`src/rtl/uart_tx_arbiter.sv`:
```
// uart_tx_arbiter: packet-atomic two-source arbiter in front of the UART TX byte stream.
// A grant is held until the owning source fires its last byte, or until the source
// goes quiet for TimeoutCycles cycles, in which case the link is forcibly released.
module uart_tx_arbiter #(
  parameter int unsigned DataWidth     = 8,
  parameter int unsigned TimeoutCycles = 4096
) (
  input  logic                 clk_i,
  input  logic                 rst_ni,
  input  logic                 s0_valid_i,
  output logic                 s0_ready_o,
  input  logic [DataWidth-1:0] s0_data_i,
  input  logic                 s0_last_i,
  input  logic                 s1_valid_i,
  output logic                 s1_ready_o,
  input  logic [DataWidth-1:0] s1_data_i,
  input  logic                 s1_last_i,
  output logic                 valid_o,
  input  logic                 ready_i,
  output logic [DataWidth-1:0] data_o,
  output logic                 last_o,
  output logic [1:0]           grant_o,
  output logic                 timeout_o
);

  localparam int unsigned TimerWidth = $clog2(TimeoutCycles);
  localparam logic [TimerWidth-1:0] TimerLast = TimerWidth'(TimeoutCycles - 1);

  typedef enum logic [1:0] {
    StIdle  = 2'd0,
    StBusy0 = 2'd1,
    StBusy1 = 2'd2
  } state_e;

  state_e                state_q, state_d;
  logic                  last_q, last_d;
  logic [TimerWidth-1:0] timer_q, timer_d;
  logic                  pick;
  logic                  sel_valid;
  logic                  sel_last;
  logic [DataWidth-1:0]  sel_data;

  // Route the currently owning source onto a common set of wires.
  always_comb begin
    sel_valid = s0_valid_i;
    sel_last  = s0_last_i;
    sel_data  = s0_data_i;
    if (state_q == StBusy1) begin
      sel_valid = s1_valid_i;
      sel_last  = s1_last_i;
      sel_data  = s1_data_i;
    end
  end

  // Arbitration, packet hold, idle timer and the combinational pass-through.
  always_comb begin
    state_d    = state_q;
    last_d     = last_q;
    timer_d    = timer_q;
    pick       = 1'b0;
    valid_o    = 1'b0;
    data_o     = '0;
    last_o     = 1'b0;
    s0_ready_o = 1'b0;
    s1_ready_o = 1'b0;
    grant_o    = 2'b00;
    timeout_o  = 1'b0;
    case (state_q)
      StIdle: begin
        timer_d = '0;
        if (s0_valid_i || s1_valid_i) begin
          // On a tie the port that did not own the link last time wins.
          pick    = (s0_valid_i && s1_valid_i) ? ~last_q : s1_valid_i;
          last_d  = pick;
          state_d = pick ? StBusy1 : StBusy0;
        end
      end
      StBusy0, StBusy1: begin
        valid_o = sel_valid;
        data_o  = sel_data;
        last_o  = sel_last;
        if (state_q == StBusy1) begin
          s1_ready_o = ready_i;
          grant_o    = 2'b10;
        end else begin
          s0_ready_o = ready_i;
          grant_o    = 2'b01;
        end
        if (sel_valid) begin
          // A source stalled only by UART backpressure is not idle.
          timer_d = '0;
          if (ready_i && sel_last) begin
            state_d = StIdle;
          end
        end else if (timer_q == TimerLast) begin
          // Keep last_q so the other port has priority after a stalled packet.
          timer_d   = '0;
          state_d   = StIdle;
          timeout_o = 1'b1;
        end else begin
          timer_d = timer_q + TimerWidth'(1);
        end
      end
      default: begin
        state_d = StIdle;
      end
    endcase
  end

  // State, priority pointer and idle timer registers.
  always_ff @(posedge clk_i or negedge rst_ni) begin
    if (!rst_ni) begin
      state_q <= StIdle;
      last_q  <= 1'b1;
      timer_q <= '0;
    end else begin
      state_q <= state_d;
      last_q  <= last_d;
      timer_q <= timer_d;
    end
  end

endmodule

```
`config.mk`:
```
export PLATFORM = sky130hd
export DESIGN_NAME = uart_tx_arbiter
export DESIGN_NICKNAME = d
export VERILOG_FILES = /design/src/rtl/uart_tx_arbiter.sv
export SDC_FILE = /design/constraint.sdc
export NUM_CORES = 1
export LEC_CHECK = 0
export BUFFER_PORTS_ARGS = -buffer_cell sky130_fd_sc_hd__buf_2
export CORE_MARGIN = 3
export CORE_UTILIZATION = 49
export DETAILED_ROUTE_END_ITERATION = 7
export HOLD_SLACK_MARGIN = 0.12
export PLACE_DENSITY = 0.79
export SLEW_MARGIN = 25
export SYNTH_ARGS = -nofsm -noshare
export SYNTH_HDL_FRONTEND = slang
export SYNTH_SLANG_ARGS = --single-unit
```
`constraint.sdc`:
```
create_clock -name clk_i -period 2.5 [get_ports clk_i]
set_input_delay 0.25 -clock clk_i [delete_from_list [all_inputs] [get_ports clk_i]]
set_output_delay 0.25 -clock clk_i [all_outputs]
set_load 0.02 [all_outputs]
```
==> metrics.md, run 1 <==
| Metric | Value |
|---|---|
| Final hold violations | 0 |
| Mux cell area share after synthesis | 0.111 |
| Number of flops mapped to enable cells by yosys | 0 |
| Fillers | 173 |
| Status | finished clean |
| Overall routed net length | 2460 um |
| GRT Resource Usage Total | 0.191 |
| Critical Path RT | 2.25 ns |
| Mapped Avg Cell Area | 9.05 um^2 |
| Total gr overflow | 0 |
| H-tree Lvls | 1 |
| Maximum vdd drop | 0.680 mV |
| Syn Inst Count | 120 |
| Crit path DAT | 2.03 ns |
| Wl on met1 | 1010 um |
| Pre-antenna DRT Iters | 4 |
| Worst Hold Class | in -> reg |
| Final min period | 2.28 ns |
| Setup TNS | 0 ns |
| Synth warn | 0 |
| Post-synth ARST share | 1.00 |
| Seq cells post-synth | 15 |
| Post-CTS setup buffers | 0 |
| CP Cell Sequence | inv_1, ha_1, mux2i_1, and2_1, inv_2, nor2_1, buf_2 |
| Dominant synthesized flop cell | dfrtp_1 |
| XOR/XNOR Fraction of Synth Area | 0.0323 |
| Syn nets | 148 |
| Setup Viol. Count Final | 0 |
| DRC viols | 0 |
| ANT nets after route | 0 |
| Vias in the first global route | 907 |
| Pre-CTS WS | 0.557 ns |
| CP Depth | 7 |
| Largest net degree at the start of global routing | 16 |
| Path depth of the worst reg2reg path | 6 |
| Crit Path Class | reg -> out |
| Post_cts resized | 0 |
| CTS root buffer | clkbuf_4 |
| DP Area | 0.00129 mm^2 |
| Wire per inst | 13.2 um |
| Vias | 989 |
| Delay-heaviest family, CP | simple AND/OR/NAND/NOR gates |
| Clk sinks | 15 |
| Area of the multi-input gates | 658 um^2 |
| First-pass GRT wire length | 3950 um |
| # rows | 16 |
| Via density | 5.32 |
| CP max-delay cell | dfrtp_1 |
| Final instance area | 0.00133 mm^2 |
| Die Area | 0.00282 mm^2 |
| Post-synthesis sequential area ratio | 0.347 |
| Layout cells sized above 1 | 0.302 |
| Die H | 53.1 um |
| Power per standard cell area | 860 mW/mm^2 |
| Final Net Count | 188 |
| Synth Area in Compound Gates | 0.109 |
| Synthesized area | 0.00109 mm^2 |
| Bufs and invs on worst path | 3 |
| Largest family of logic cells by synthesized area | simple AND/OR/NAND/NOR gates |
| Slew HR | 0.726 |
| Clock skew | 0.0127 ns |
| Metal3 WL | 91 um |
| RePlAce Congestion | 0.802 |
| RSZ-0062 raised after global routing | no |
| Routed wl met2 | 1320 um |
| Area grow syn2layout | 22.7% |
| Core Region | 0.00202 mm^2 |
| Crit Path Max Fanout | 9 |
| Port bufs | 37 |
| Maxcap violations | 0 |
| Slew @ Worst Pin | 0.412 ns |
| Leakage power | 0.615 nW |
| Clock-pin slew on the worst setup and hold paths | 0.10 ns |
| Max Clock Freq | 439 MHz |
| Max-slew violation count | 0 |
| Finished Core Util | 0.659 |
| Total CTS buffers | 3 |
| Simple-gate share of the synthesized area | 0.296 |
| FF+latch area | 377 um^2 |
| Die W | 53.1 um |
| Clk Latency, worst-skew pair | 0.29 ns |
| CTS Buffer Depth | 2 |
| Initial antenna violation count | 0 |
| Initial DRC count | 19 |
| Antenna fix cells | 0 |
| CTS tree | built |
| IO Pins | 38 |
| Dpl hpwl | 2030 um |
| Highest routed metal layer | met4 |
| Post-route clock period utilization | 0.910 |
| Critical path startpoint category | register |
| Setup ws final | 0.224 ns |
| Starting Density | 0.537 |
| CP max stage delay | 0.42 ns |
| Hold depth | 2 |
| Post-Synth Adder-Cell Area | 0.0576 |
| Synth unique cells | 34 |
| Worst setup EP type | output pin |
==> flip-flops by register name, summed over array words and instances, names as in the netlist <==
| signal | cells |
|---|---|
| state_q | 2 |
| timer_q | 12 |
| last_q | 1 |
==> metal layers <==
metal / vias up / global-route usage
met4: 0 / 0.0809
met1: 461 / 0.236
met2: 22 / 0.322
met5: - / 0
li1: 501 / -
met3: 5 / 0.0366
==> synthesized netlist by cell type (all sizes together) (2+ instances only) <==
cell type / count / area share
clkbuf: 2 / 0.0069
and4: 2 / 0.020
nand2b: 2 / 0.012
nand4: 3 / 0.031
nor3: 2 / 0.0092
or3: 2 / 0.012
o21ai: 7 / 0.032
nor2b: 10 / 0.058
nand2: 10 / 0.035
nor2: 6 / 0.021
mux2i: 12 / 0.11
dfrtp: 14 / 0.32
ha: 5 / 0.058
a31oi: 3 / 0.017
a21oi: 5 / 0.023
and2: 3 / 0.017
xnor2: 4 / 0.032
buf: 2 / 0.0092
inv: 9 / 0.031
or4b: 2 / 0.018
nand3: 5 / 0.023
==> timing repair <==
item | in CTS | in global routing
setup endpoints to repair | 0 | 0
hold buffers | 1 | 0
endpoints found under the hold margin | 14 | 0
==> through the flow <==
stage	instances	hold WS (ns)	power [mW]
after CTS	186	0.140	1.16
after detailed placement	181	0.170	1.01
after global routing	186	0.167	1.24
after global placement	181	0.168	0.990
final	186	0.151	1.15
after floorplan	120	-0.0456	0.832
==> layout make-up <==
cell class | instances | area share
timing repair buffer | 39 | 0.152
tap | 27 | 0.0254
clock buffer | 3 | 0.0169
sequential | 15 | 0.283
inverter | 9 | 0.0254
clock inverter | 1 | 0.00376
multi-input combinational | 92 | 0.494
==> placed cells by master, fill, tap and decap left out, types with 4 or more instances in the layout <==
master	n
inv_1	8
nand2_1	10
a21oi_1	5
xnor2_1	4
dfrtp_1	14
nand3_1	5
mux2i_1	12
o21ai_1	7
nor2b_1	10
buf_2	37
nor2_1	6
ha_1	5
==> logic make-up (layout without fill, tap and decap cells) <==
| group | after synthesis | in the layout |
|---|---|---|
| DFF | 15 | 15 |
| buffers and inverters | 13 | 52 |
| adders and majority gates | 5 | 5 |
| muxes | 12 | 12 |
| AOI/OAI and AO/OA | 18 | 18 |
| xor gates and xnor gates | 4 | 4 |
| and+or+nand+nor | 53 | 53 |
==> report_power, final <==
part           internal, mW  switching [mW]
Sequential            0.279          0.0287
Clock                0.0595          0.0792
Combinational         0.285           0.415
Total                 0.624           0.522
==> final timing paths <==
| check | start | to | slack (ns) |
|---|---|---|---|
| setup / recovery | state_q[0] | timeout_o | 0.22 |
| hold / removal | s0_valid_i | last_q | 0.15 |
| setup reg to reg | state_q[0] | timer_q[6] | 0.54 |
| hold reg to reg | last_q | last_q | 0.53 |
| max in group asynchronous | rst_ni | last_q | 1.83 |
| min in group asynchronous | rst_ni | timer_q[2] | 0.38 |
Note: power is estimated with default switching activity, not from simulation.
==> inputs of run 2 (changes only) <==
--- a/config.mk
+++ b/config.mk
@@ -11,7 +11,9 @@
 export DETAILED_ROUTE_END_ITERATION = 7
 export HOLD_SLACK_MARGIN = 0.12
 export PLACE_DENSITY = 0.79
+export RECOVER_POWER = 50
 export SLEW_MARGIN = 25
 export SYNTH_ARGS = -nofsm -noshare
 export SYNTH_HDL_FRONTEND = slang
 export SYNTH_SLANG_ARGS = --single-unit
+export TNS_END_PERCENT = 30
==> metrics.md, run 2 (synthesis gave the netlist of run 1 again) <==
| Metric | Value |
|---|---|
| CP Cell Sequence | inv_1, ha_1, mux2i_1, and2_1, inv_2, nor2_1, buf_2 |
| CTS tree | built |
| Number of flip-flops in the largest register | 12 |
| Die Area | 0.00282 mm^2 |
| Max-slew violation count | 0 |
| Design Power | 1.14 mW |
| Clock network fraction of total power | 0.121 |
| Overall routed net length | 2460 um |
| IO Pins | 38 |
| DRC viols | 0 |
| Clock skew | 0.0126 ns |
| GRT Resource Usage Total | 0.191 |
| Finished Core Util | 0.657 |
| Die W | 53.1 um |
| Die H | 53.1 um |
| Setup ws final | 0.222 ns |
| Worst r2r src | state_q[0] |
| Slew HR | 0.472 |
| CTS root buffer | clkbuf_4 |
| Sequential share of power | 0.270 |
| Crit Path Max Fanout | 9 |
| Post-route clock period utilization | 0.911 |
| Maximum vdd drop | 0.679 mV |
| ANT nets after route | 0 |
| Pre-CTS WS | 0.557 ns |
| Max Clock Freq | 439 MHz |
| RSZ-0062 raised after global routing | no |
| Critical path startpoint | state_q[0] |
| Gate power share | 0.608 |
| CTS Buffer Depth | 2 |
| Critical path startpoint category | register |
| Fillers | 172 |
| Clk sinks | 15 |
| CP max stage delay | 0.42 ns |
| Setup TNS | 0 ns |
| Slew @ Worst Pin | 0.792 ns |
| Core Region | 0.00202 mm^2 |
| RePlAce Congestion | 0.802 |
| Total CTS buffers | 3 |
| Power per standard cell area | 858 mW/mm^2 |
| First-pass GRT wire length | 3950 um |
| DP Area | 0.00129 mm^2 |
| Port bufs | 37 |
| Clk Latency, worst-skew pair | 0.29 ns |
| Via density | 5.30 |
| Cell internal pwr | 620 uW |
| Final Net Count | 188 |
| FF+latch area | 377 um^2 |
| Largest net degree at the start of global routing | 16 |
| Top reg by flops | timer_q |
| Pre-antenna DRT Iters | 4 |
| Maxcap violations | 0 |
| H-tree Lvls | 1 |
| Area of the multi-input gates | 658 um^2 |
| Post_cts resized | 0 |
| Wire per inst | 13.2 um |
| Final hold violations | 0 |
| Clock-pin slew on the worst setup and hold paths | 0.10 ns |
| Setup Viol. Count Final | 0 |
| Starting Density | 0.537 |
| Area grow syn2layout | 22.3% |
| Final instance area | 0.00133 mm^2 |
| Layout cells sized above 1 | 0.283 |
| Worst Hold Class | in -> reg |
| HP Start | s0_valid_i |
| Crit Path Class | reg -> out |
| Worst setup EP type | output pin |
| Antenna fix cells | 0 |
| Commonest non-fill, non-tap cell in the layout | buf_2 |
| CP max-delay cell | dfrtp_1 |
| Initial DRC count | 19 |
| Largest regs | timer_q x12, state_q x2, last_q x1 |
| Vias in the first global route | 907 |
| Crit path DAT | 2.03 ns |
| Vias | 986 |
| Most frequent cells in the layout | buf_2 (34), dfrtp_1 (14), mux2i_1 (12), nor2b_1 (10), nand2_1 (10) |
| Leakage power | 0.604 nW |
| Final min period | 2.28 ns |
| Initial antenna violation count | 0 |
| Sw frac | 0.456 |
| Total gr overflow | 0 |
| Switching power | 520 uW |
| Dpl hpwl | 2030 um |
| # rows | 16 |
| Status | finished clean |
| Critical Path RT | 2.25 ns |
-- run 2: layout make-up --
type                            count  area share
Clock inverter                      1     0.00377
Inverter                            9      0.0254
Clock buffer                        3      0.0169
Timing Repair Buffer               39       0.150
Sequential cell                    15       0.283
Multi-Input combinational cell     92       0.495
Tap cell                           27      0.0254
-- run 2: what timing repair did --
item | 4_1_cts | 5_1_grt
setup buffers | 0 | 0
hold endpoints to repair | 14 | 0
hold buffers | 1 | 0
-- run 2: worst paths after layout --
check | to | depth (start not counted) | slack [ns]
worst max-delay path | timeout_o | 7 | 0.22
worst min-delay path | last_q | 2 | 0.15
worst max register to register | timer_q[6] | 6 | 0.53
worst min register to register | last_q | 2 | 0.53
max in group asynchronous | timer_q[11] | 2 | 1.45
min in group asynchronous | timer_q[2] | 2 | 0.54
-- run 2: metrics by stage --
| stage | hold WS (ns) | cells |
|---|---|---|
| 6_report | 0.151 | 186 |
| 5_1_grt | 0.167 | 186 |
| 4_1_cts | 0.140 | 186 |
| 3_5_place_dp | 0.170 | 181 |
| 3_3_place_gp | 0.168 | 181 |
| 2_1_floorplan | -0.0456 | 120 |
-- run 2: power groups by stage --
| stage | Sequential, mW | Clock [mW] | Combinational [mW] |
|---|---|---|---|
| after floorplan | 0.305 | 0 | 0.527 |
| after global placement | 0.308 | 0 | 0.682 |
| after detailed placement | 0.313 | 0 | 0.702 |
| after CTS | 0.308 | 0.146 | 0.705 |
| after global routing | 0.313 | 0.152 | 0.766 |
| final | 0.308 | 0.138 | 0.693 |
-- run 2: layer usage --
metal,track usage,routed length (um),up-vias
li1,-,-,502
met1,0.236,995,453
met2,0.322,1330,26
met3,0.0366,99,5
met4,0.0809,40,0
met5,0,0,-
-- run 2: critical path: cells and delay by family, from the launching register on --
kind | cells | cell delay [ns]
buffers and inverters | 3 | 0.33
multiplexers | 1 | 0.31
flip-flops | 1 | 0.42
AND/OR/NAND/NOR | 2 | 0.48
adder cells (fa/ha/maj) | 1 | 0.20
